`src/rtl/if_pkg.sv`:
```
// rtl/if_pkg.sv - shared types and constants for the instruction fetch stage
package if_pkg;

  typedef enum logic [1:0] {
    IDLE    = 2'd0,
    FETCH   = 2'd1,
    HOLD    = 2'd2,
    DISCARD = 2'd3
  } if_state_e;

  localparam logic [31:0] NOP_INSTR = 32'h0000_0013;
  localparam logic [31:0] WORD_MASK = 32'hFFFF_FFFC;

endpackage

```
`src/rtl/instruction_fetch_unit.sv`:
```
// rtl/instruction_fetch_unit.sv - fetch PC, icache read/busywait handshake, registered IF outputs
module instruction_fetch_unit
  import if_pkg::*;
#(
  parameter logic [31:0] RESET_PC = 32'h0000_0000
) (
  input  logic        CLK,
  input  logic        RESET,
  input  logic        stall_in,
  input  logic        branch_or_jump_signal,
  input  logic [31:0] branch_jump_addres,
  input  logic [31:0] imem_readdata,
  input  logic        imem_busywait,
  output logic        imem_read,
  output logic [31:0] imem_address,
  output logic [31:0] instruction,
  output logic [31:0] PC,
  output logic [31:0] INCREMENTED_PC_by_four,
  output logic        instr_valid,
  output logic        flush
);

  if_state_e   r_state;
  logic [31:0] r_fetch_pc;
  logic [31:0] r_instr;
  logic [31:0] r_pc;
  logic        r_valid;
  logic [31:0] r_skid_data;
  logic [31:0] r_skid_pc;
  logic [31:0] r_pending;
  logic        r_flush;

  logic        w_read;
  logic [31:0] w_target;

  // Read request depends on state only, so the address never sees stall/redirect combinationally.
  assign w_read   = (r_state == FETCH) || (r_state == DISCARD);
  assign w_target = branch_jump_addres & WORD_MASK;

  assign imem_read              = w_read;
  assign imem_address           = r_fetch_pc;
  assign instruction            = r_instr;
  assign PC                     = r_pc;
  assign INCREMENTED_PC_by_four = r_pc + 32'd4;
  assign instr_valid            = r_valid;
  assign flush                  = r_flush;

  always_ff @(posedge CLK or posedge RESET) begin
    if (RESET) begin
      r_state     <= IDLE;
      r_fetch_pc  <= RESET_PC;
      r_instr     <= NOP_INSTR;
      r_pc        <= RESET_PC;
      r_valid     <= 1'b0;
      r_skid_data <= 32'd0;
      r_skid_pc   <= 32'd0;
      r_pending   <= 32'd0;
      r_flush     <= 1'b0;
    end else begin
      r_flush <= 1'b0;
      case (r_state)
        IDLE: r_state <= FETCH;

        FETCH: begin
          if (branch_or_jump_signal) begin
            r_valid     <= 1'b0;
            r_flush     <= 1'b1;
            r_skid_data <= 32'd0;
            r_skid_pc   <= 32'd0;
            if (imem_busywait) begin
              r_pending <= w_target;
              r_state   <= DISCARD;
            end else begin
              r_fetch_pc <= w_target;
            end
          end else if (!imem_busywait) begin
            r_fetch_pc <= r_fetch_pc + 32'd4;
            if (!stall_in || !r_valid) begin
              r_instr <= imem_readdata;
              r_pc    <= r_fetch_pc;
              r_valid <= 1'b1;
            end else begin
              // IF/ID is stalled on a live instruction: park the new word.
              r_skid_data <= imem_readdata;
              r_skid_pc   <= r_fetch_pc;
              r_state     <= HOLD;
            end
          end else if (!stall_in) begin
            r_valid <= 1'b0;
          end
        end

        HOLD: begin
          if (branch_or_jump_signal) begin
            r_valid     <= 1'b0;
            r_flush     <= 1'b1;
            r_skid_data <= 32'd0;
            r_skid_pc   <= 32'd0;
            r_fetch_pc  <= w_target;
            r_state     <= FETCH;
          end else if (!stall_in) begin
            r_instr <= r_skid_data;
            r_pc    <= r_skid_pc;
            r_valid <= 1'b1;
            r_state <= FETCH;
          end
        end

        DISCARD: begin
          // Address stays put until the stale access drains; its data is dropped.
          if (branch_or_jump_signal) begin
            r_flush <= 1'b1;
            if (imem_busywait) begin
              r_pending <= w_target;
            end else begin
              r_fetch_pc <= w_target;
              r_state    <= FETCH;
            end
          end else if (!imem_busywait) begin
            r_fetch_pc <= r_pending;
            r_state    <= FETCH;
          end
        end

        default: r_state <= IDLE;
      endcase
    end
  end

endmodule
```
`config.mk`:
```
export PLATFORM = sky130hd
export DESIGN_NAME = instruction_fetch_unit
export DESIGN_NICKNAME = d
export VERILOG_FILES = /design/src/rtl/if_pkg.sv /design/src/rtl/instruction_fetch_unit.sv
export SDC_FILE = /design/constraint.sdc
export NUM_CORES = 1
export LEC_CHECK = 0
export CAP_MARGIN = 20
export CORE_MARGIN = 1.5
export CORE_UTILIZATION = 25
export CTS_CLUSTER_DIAMETER = 200
export DETAILED_ROUTE_END_ITERATION = 8
export GPL_TIMING_DRIVEN = 0
export PLACE_DENSITY = 0.47
export SLEW_MARGIN = 25
export SYNTH_ARGS = -nofsm -noshare
export SYNTH_HDL_FRONTEND = slang
export SYNTH_SLANG_ARGS = --single-unit
export TNS_END_PERCENT = 20
```
`constraint.sdc`:
```
create_clock -name CLK -period 6.2 [get_ports CLK]
set_input_delay 0.93 -clock CLK [delete_from_list [all_inputs] [get_ports CLK]]
set_output_delay 0.93 -clock CLK [all_outputs]
set_load 0.1 [all_outputs]
```
**Yosys cells after proc, flatten, opt, wreduce, memory -nomap -nowiden**

Index checks and enable logic that the tools add are counted.

- Flip-flop bits (word level): 194
- Input bits: 69
- Output and inout bits: 131

- Add/sub/neg operators: 2
- Eq/ne operators: 17
- Mux-type cells: 45
- Reduce and logical (&&, ||, !) cells: 15

Operators with widths:

| operator | count |
|---|---|
| two-way mux 32 bit | 23 |
| case mux 32 bit (2 select lines) | 4 |
| case mux 32 bit (3 select lines) | 1 |
| adder 32 x 3 -> 32 bit, second input constant | 2 |
| inequality test 3 bit, second input constant | 5 |
| two-way mux 2 bit | 7 |
| inequality test 2 bit, second input constant | 6 |
| AND reduction 4 bit | 3 |
| two-way mux 1 bit | 8 |
| case mux 2 bit (4 select lines) | 1 |
| AND reduction 6 bit | 1 |
| AND reduction 5 bit | 1 |
| equality test 2 bit, second input constant | 2 |
| inequality test 4 x 3 -> 1 bit, second input constant | 1 |
| inequality test 4 bit, second input constant | 1 |
| AND reduction 3 bit | 1 |
| nonzero test 3 bit | 1 |
| OR reduction 3 bit | 1 |
| equality test 2 x 1 -> 1 bit, second input constant | 1 |
| logical NOT 1 bit | 2 |
| logical NOT 2 bit | 1 |
| logical OR 1 bit | 2 |
| inequality test 2 x 1 -> 1 bit, second input constant | 1 |
| case mux 1 bit (2 select lines) | 1 |
| other kinds (2) | 2 |

**Longest topological paths before layout**

- Depth in word-level cells: 6
- Mapped depth: 9

**Least setup slack after synthesis**

No wires, ideal clock.

- Kind: reg-to-output
- Start: register r_pc[2] (netlist: PC[2])
- End: output INCREMENTED_PC_by_four[22]
- Arrival: 3.695 ns
- Data required time: 5.270 ns
- Setup slack: 1.575 ns
- Stages on the path, launching flop included: 7
- Path buffers: 1
- Cell sequence: dfrtp_1 ha_1 and3_1 clkbuf_1 and4_1 nand4_1 xnor2_1

- Cells in the longest elaborated chain, start to end: 1

Ends and longest elaborated chain:

| item | RTL line | RTL |
|---|---|---|
| start: declaration | instruction_fetch_unit.sv:26 | `logic [31:0] r_pc;` |
| start signal: assignment | instruction_fetch_unit.sv:80 | `r_pc <= r_fetch_pc;` |
| start signal: assignment | instruction_fetch_unit.sv:103 | `r_pc <= r_skid_pc;` |
| adder 32 x 3 -> 32 bit | instruction_fetch_unit.sv:44 | `assign INCREMENTED_PC_by_four = r_pc + 32'd4;` |
| end: declaration | instruction_fetch_unit.sv:18 | `output logic [31:0] INCREMENTED_PC_by_four,` |

Every way passes these cells.

**Final worst setup path**

- Start: register r_pc[2] (netlist: PC[2])
- End: output INCREMENTED_PC_by_four[26]

Same word-level chain as after synthesis.

==> summary.md <==
| Metric | Value |
|---|---|
| Gpl congestion | 0.9095 |
| Number of enable flip-flop cells after synthesis | 0 |
| DR pass1 iterations | 6 |
| Worst reg-to-reg path cell count | 7 |
| H-tree levels | 4 |
| Total wire length | 39870 um |
| Clock skew | around 19 ps |
| # resized after CTS | 0 |
| Clk pin slew, worst setup/hold paths | roughly 80 ps |
| Met3 GRT Util | 3.722% |
| CTS root buffer | clkbuf_16 |
| Vias in the first global route | approximately 10000 |
| Post-CTS Setup Bufs | 0 |
| Final setup violation count | 0 |
| Reg2reg setup slack | approximately 3600 ps |
| Largest net degree at the start of global routing | 31 |
| Gate Count Post-Synth | 1141 |
| Vias | between 9000 and 10000 |
| Met1 GRT Util | a little over a quarter |
| Ys async rst share | 100.0% |
| Worst flop-to-flop path endpoint | r_skid_pc[9] |
| Inserted Clock Buffers | 17 |
| Die Width | ~200 um |
| VDD IR-drop max | 0.0002781 V |
| CP bufs+invs | 2 |
| Main synth FF type | dfrtp_1 |
| Routed WL per cell | between 20 and 25 um |
| Placement row count | 74 |
| Crit path launch | PC[2] |
| Period utilization | 74.15% |
| Seq cells post-synth | roughly 190 |
| Netlist cell types | roughly 70 |
| Initial Util | roughly a quarter |
| Arrival time worst endpoint | roughly 3700 ps |
| Final slew viol count | 0 |
| CTS tree | yes |
| Max clock buf depth | 2 |
| DRT iter0 DRCs | a little under 700 |
| Core ar. | approximately 41000 um2 |
| Grt ovf | 0 |
| Dpl hpwl | between 20000 and 30000 um |
| DRC errors left | 0 |
| Cell Area, Synth | about 10000 um2 |
| Synth Area per Inst | ~9 um2 |
| Max Fclk | around 220 MHz |
| Critical Path End Type | output pin |
| Levels on crit path | 7 |
| Crit-path slowest cell | clkdlybuf4s50_1 |
| Crit-path cells | ha_1, and3_1, clkbuf_1, nand4_1, nor3_1, xor2_1, clkdlybuf4s50_1 |
| Clock Sinks | ~190 |
| FF/Latch Area | approximately 4900 um2 |
| Slew Limit Headroom | between 20 and 30% |
| Hold WS | just under 500 ps |
| DR vias/cell | 5.070 |
| Status | completed |
| CP startpoint kind | flop |
| Crit-path leading delay family | buffers and inverters |
| Period minus WS final | about 4600 ps |
| Die footprint | between 40000 and 50000 um2 |
| Worst Hold Depth | 2 |
| I/O pin count | 200 |
| Gr busiest metal | met2 |
| Antenna cells | 0 |
| Final std cells w/o fill | roughly 1900 |
| Worst slew pin tran | roughly 1100 ps |
| Crit path to | INCREMENTED_PC_by_four[26] |
| Final TNS setup | 0 ps |
| Class of the worst hold path | reg -> reg |
| Req. time, crit path | between 5000 and 6000 ps |
| Fin nets | ~1400 |
| Worst-Skew Late Latency | between 400 and 500 ps |
| CP Max Fanout | 8 |
| DP Area | about 13000 um2 |
| Routed Antenna Nets | 0 |
| Syn Nets | 1212 |
| Pwr per Cell Area | about 470 nW/um2 |
| Filler cell count | between 4000 and 5000 |
| Unrepaired setup endpoints after global routing | false |
| Max incr delay on CP | 1160 ps |
| Multi-input logic area | around 5000 um2 |
| Die height | roughly 210 um |
| Port Buf Inserts | between 150 and 200 |
| Setup CP Type | reg -> out |
| Global Route met2 Usage | 30.17% |
| Layout area overhead | 32.93% |
| # hold bufs at CTS | 0 |
| Warnings from Yosys | 0 |
| Maxcap violations | 0 |
| Leakage Power | approximately 5.6 nW |
| Count of final hold-check violations | 0 |
| Antenna violations before repair | 1 |
| R2r startpoint | r_state[1] |
| Sequential area share after synthesis | a little under half |
| Dpl cells | about 1900 |
| Total Routing Usage GR | a little under a fifth |
| First-pass GRT wire length | 60480 um |
| Share of post-route cells with drive strength above 1 | around a tenth |
| Post-Layout Inst Area | around 14000 um2 |
-- cells by family (layout without fill, tap and decap cells) --
| family | count (synthesis) | after routing | share of synthesized area [%] |
|---|---|---|---|
| and+or+nand+nor | 436 | 436 | 18.78 |
| adders and majority gates | 2 | 2 | 0.2437 |
| xor gates and xnor gates | 38 | 38 | 3.242 |
| AOI/OAI and AO/OA | 315 | 315 | 21.39 |
| DFF | 194 | 194 | 47.32 |
| buffers and inverters | 118 | 353 | 4.935 |
| muxes | 38 | 38 | 4.095 |
-- registers in the layout, summed over array words and instances (netlist names), 2 cells and up --
name and flops:
PC 32, imem_address 32, instruction 32, r_pending 30, r_skid_data 32, r_skid_pc 32, r_state 2
-- how the worst min path moves through the flow --
stage | from | to
floorplan | r_pending[3] | r_pending[3]
global placement | r_skid_data[31] | r_skid_data[31]
detailed placement | r_skid_data[24] | r_skid_data[24]
CTS | r_skid_data[24] | r_skid_data[24]
global route | r_skid_data[24] | r_skid_data[24]
finish | r_skid_data[27] | r_skid_data[27]
-- tightest hold or removal path, stage by stage, from the launching register on --
cell and delay (ps):
dfrtp_1 350, nand2_1 40, o21ai_0 60
-- final cells by class --
type	count	share of cell area, %
tap	532	4.877
inverter	13	0.3850
timing repair buffer	203	15.46
sequential	194	35.60
clock buffer	17	3.117
clock inverter	15	1.201
buffer	105	3.355
multi-input combinational	829	36.01
-- report_power, final --
group	leakage, nW	total [mW]	internal [mW]	switching (mW)
Combinational	2.91	3.52	0.830	2.69
Sequential	2.37	1.82	1.52	0.301
Clock	0.286	1.13	0.543	0.585
-- stage by stage --
step	worst slack (ps)	total power [mW]	util (%)
6_report	1603	6.463	33.58
5_1_grt	1350	6.734	33.58
4_1_cts	1479	6.517	33.56
3_5_place_dp	1993	5.369	32.11
3_3_place_gp	899.3	5.342	31.73
2_1_floorplan	1575	4.421	-
-- cells in the final DEF (no fill, tap or decap), drive strengths merged, types with 4 or more instances in the layout --
master / instances
mux2: 32
a22o: 49
nand2b: 8
a311oi: 4
nand3b: 4
and4: 5
a31oi: 75
a21boi: 20
clkdlybuf4s50: 196
nand3: 29
and2: 8
a21oi: 31
o211ai: 6
a211oi: 5
nand4: 21
xnor2: 25
or3: 4
dfrtp: 191
buf: 56
clkinv: 6
a2bb2oi: 4
nor2: 121
a32o: 4
inv: 20
nand2: 202
xor2: 13
a32oi: 4
a221o: 8
and3: 9
o22ai: 4
mux2i: 6
a221oi: 6
o2bb2ai: 5
o21ai: 62
clkbuf: 73
nor3: 12
-- synthesized netlist by cell type (all sizes together), types with 4 or more instances --
cell     instances  area, um2
a211oi           5      37.54
a21boi          20      150.1
a21oi           31      158.9
a221o            8      80.08
a221oi           6      52.55
a22o            49      429.2
a2bb2oi          4      35.03
a311oi           4      35.03
a31oi           75      469.2
a32o             4      40.04
a32oi            4      35.03
and2             8      50.05
and3             9      56.30
and4             5      43.79
buf             49      244.0
clkbuf          56      214.0
dfrtp          191       4780
inv             13      48.79
mux2            32      360.4
mux2i            6      60.06
nand2          202      758.2
nand2b           8      50.05
nand3           29      155.2
nand3b           4      30.03
nand4           21      143.9
nor2           121      454.2
nor3            12      70.07
o211ai           6      45.04
o21ai           62      310.3
o22ai            4      25.02
o2bb2ai          5      43.79
or3              4      25.02
xnor2           25      219.0
xor2            13      113.9
-- per-layer routing --
metal | wire (um) | vias up
li1 | - | 4540
met1 | 18320 | 4728
met2 | 18230 | 347
met3 | 2477 | 57
met4 | 833 | 2
met5 | 9 | -
No activity file was read; power rests on OpenSTA's default activity.
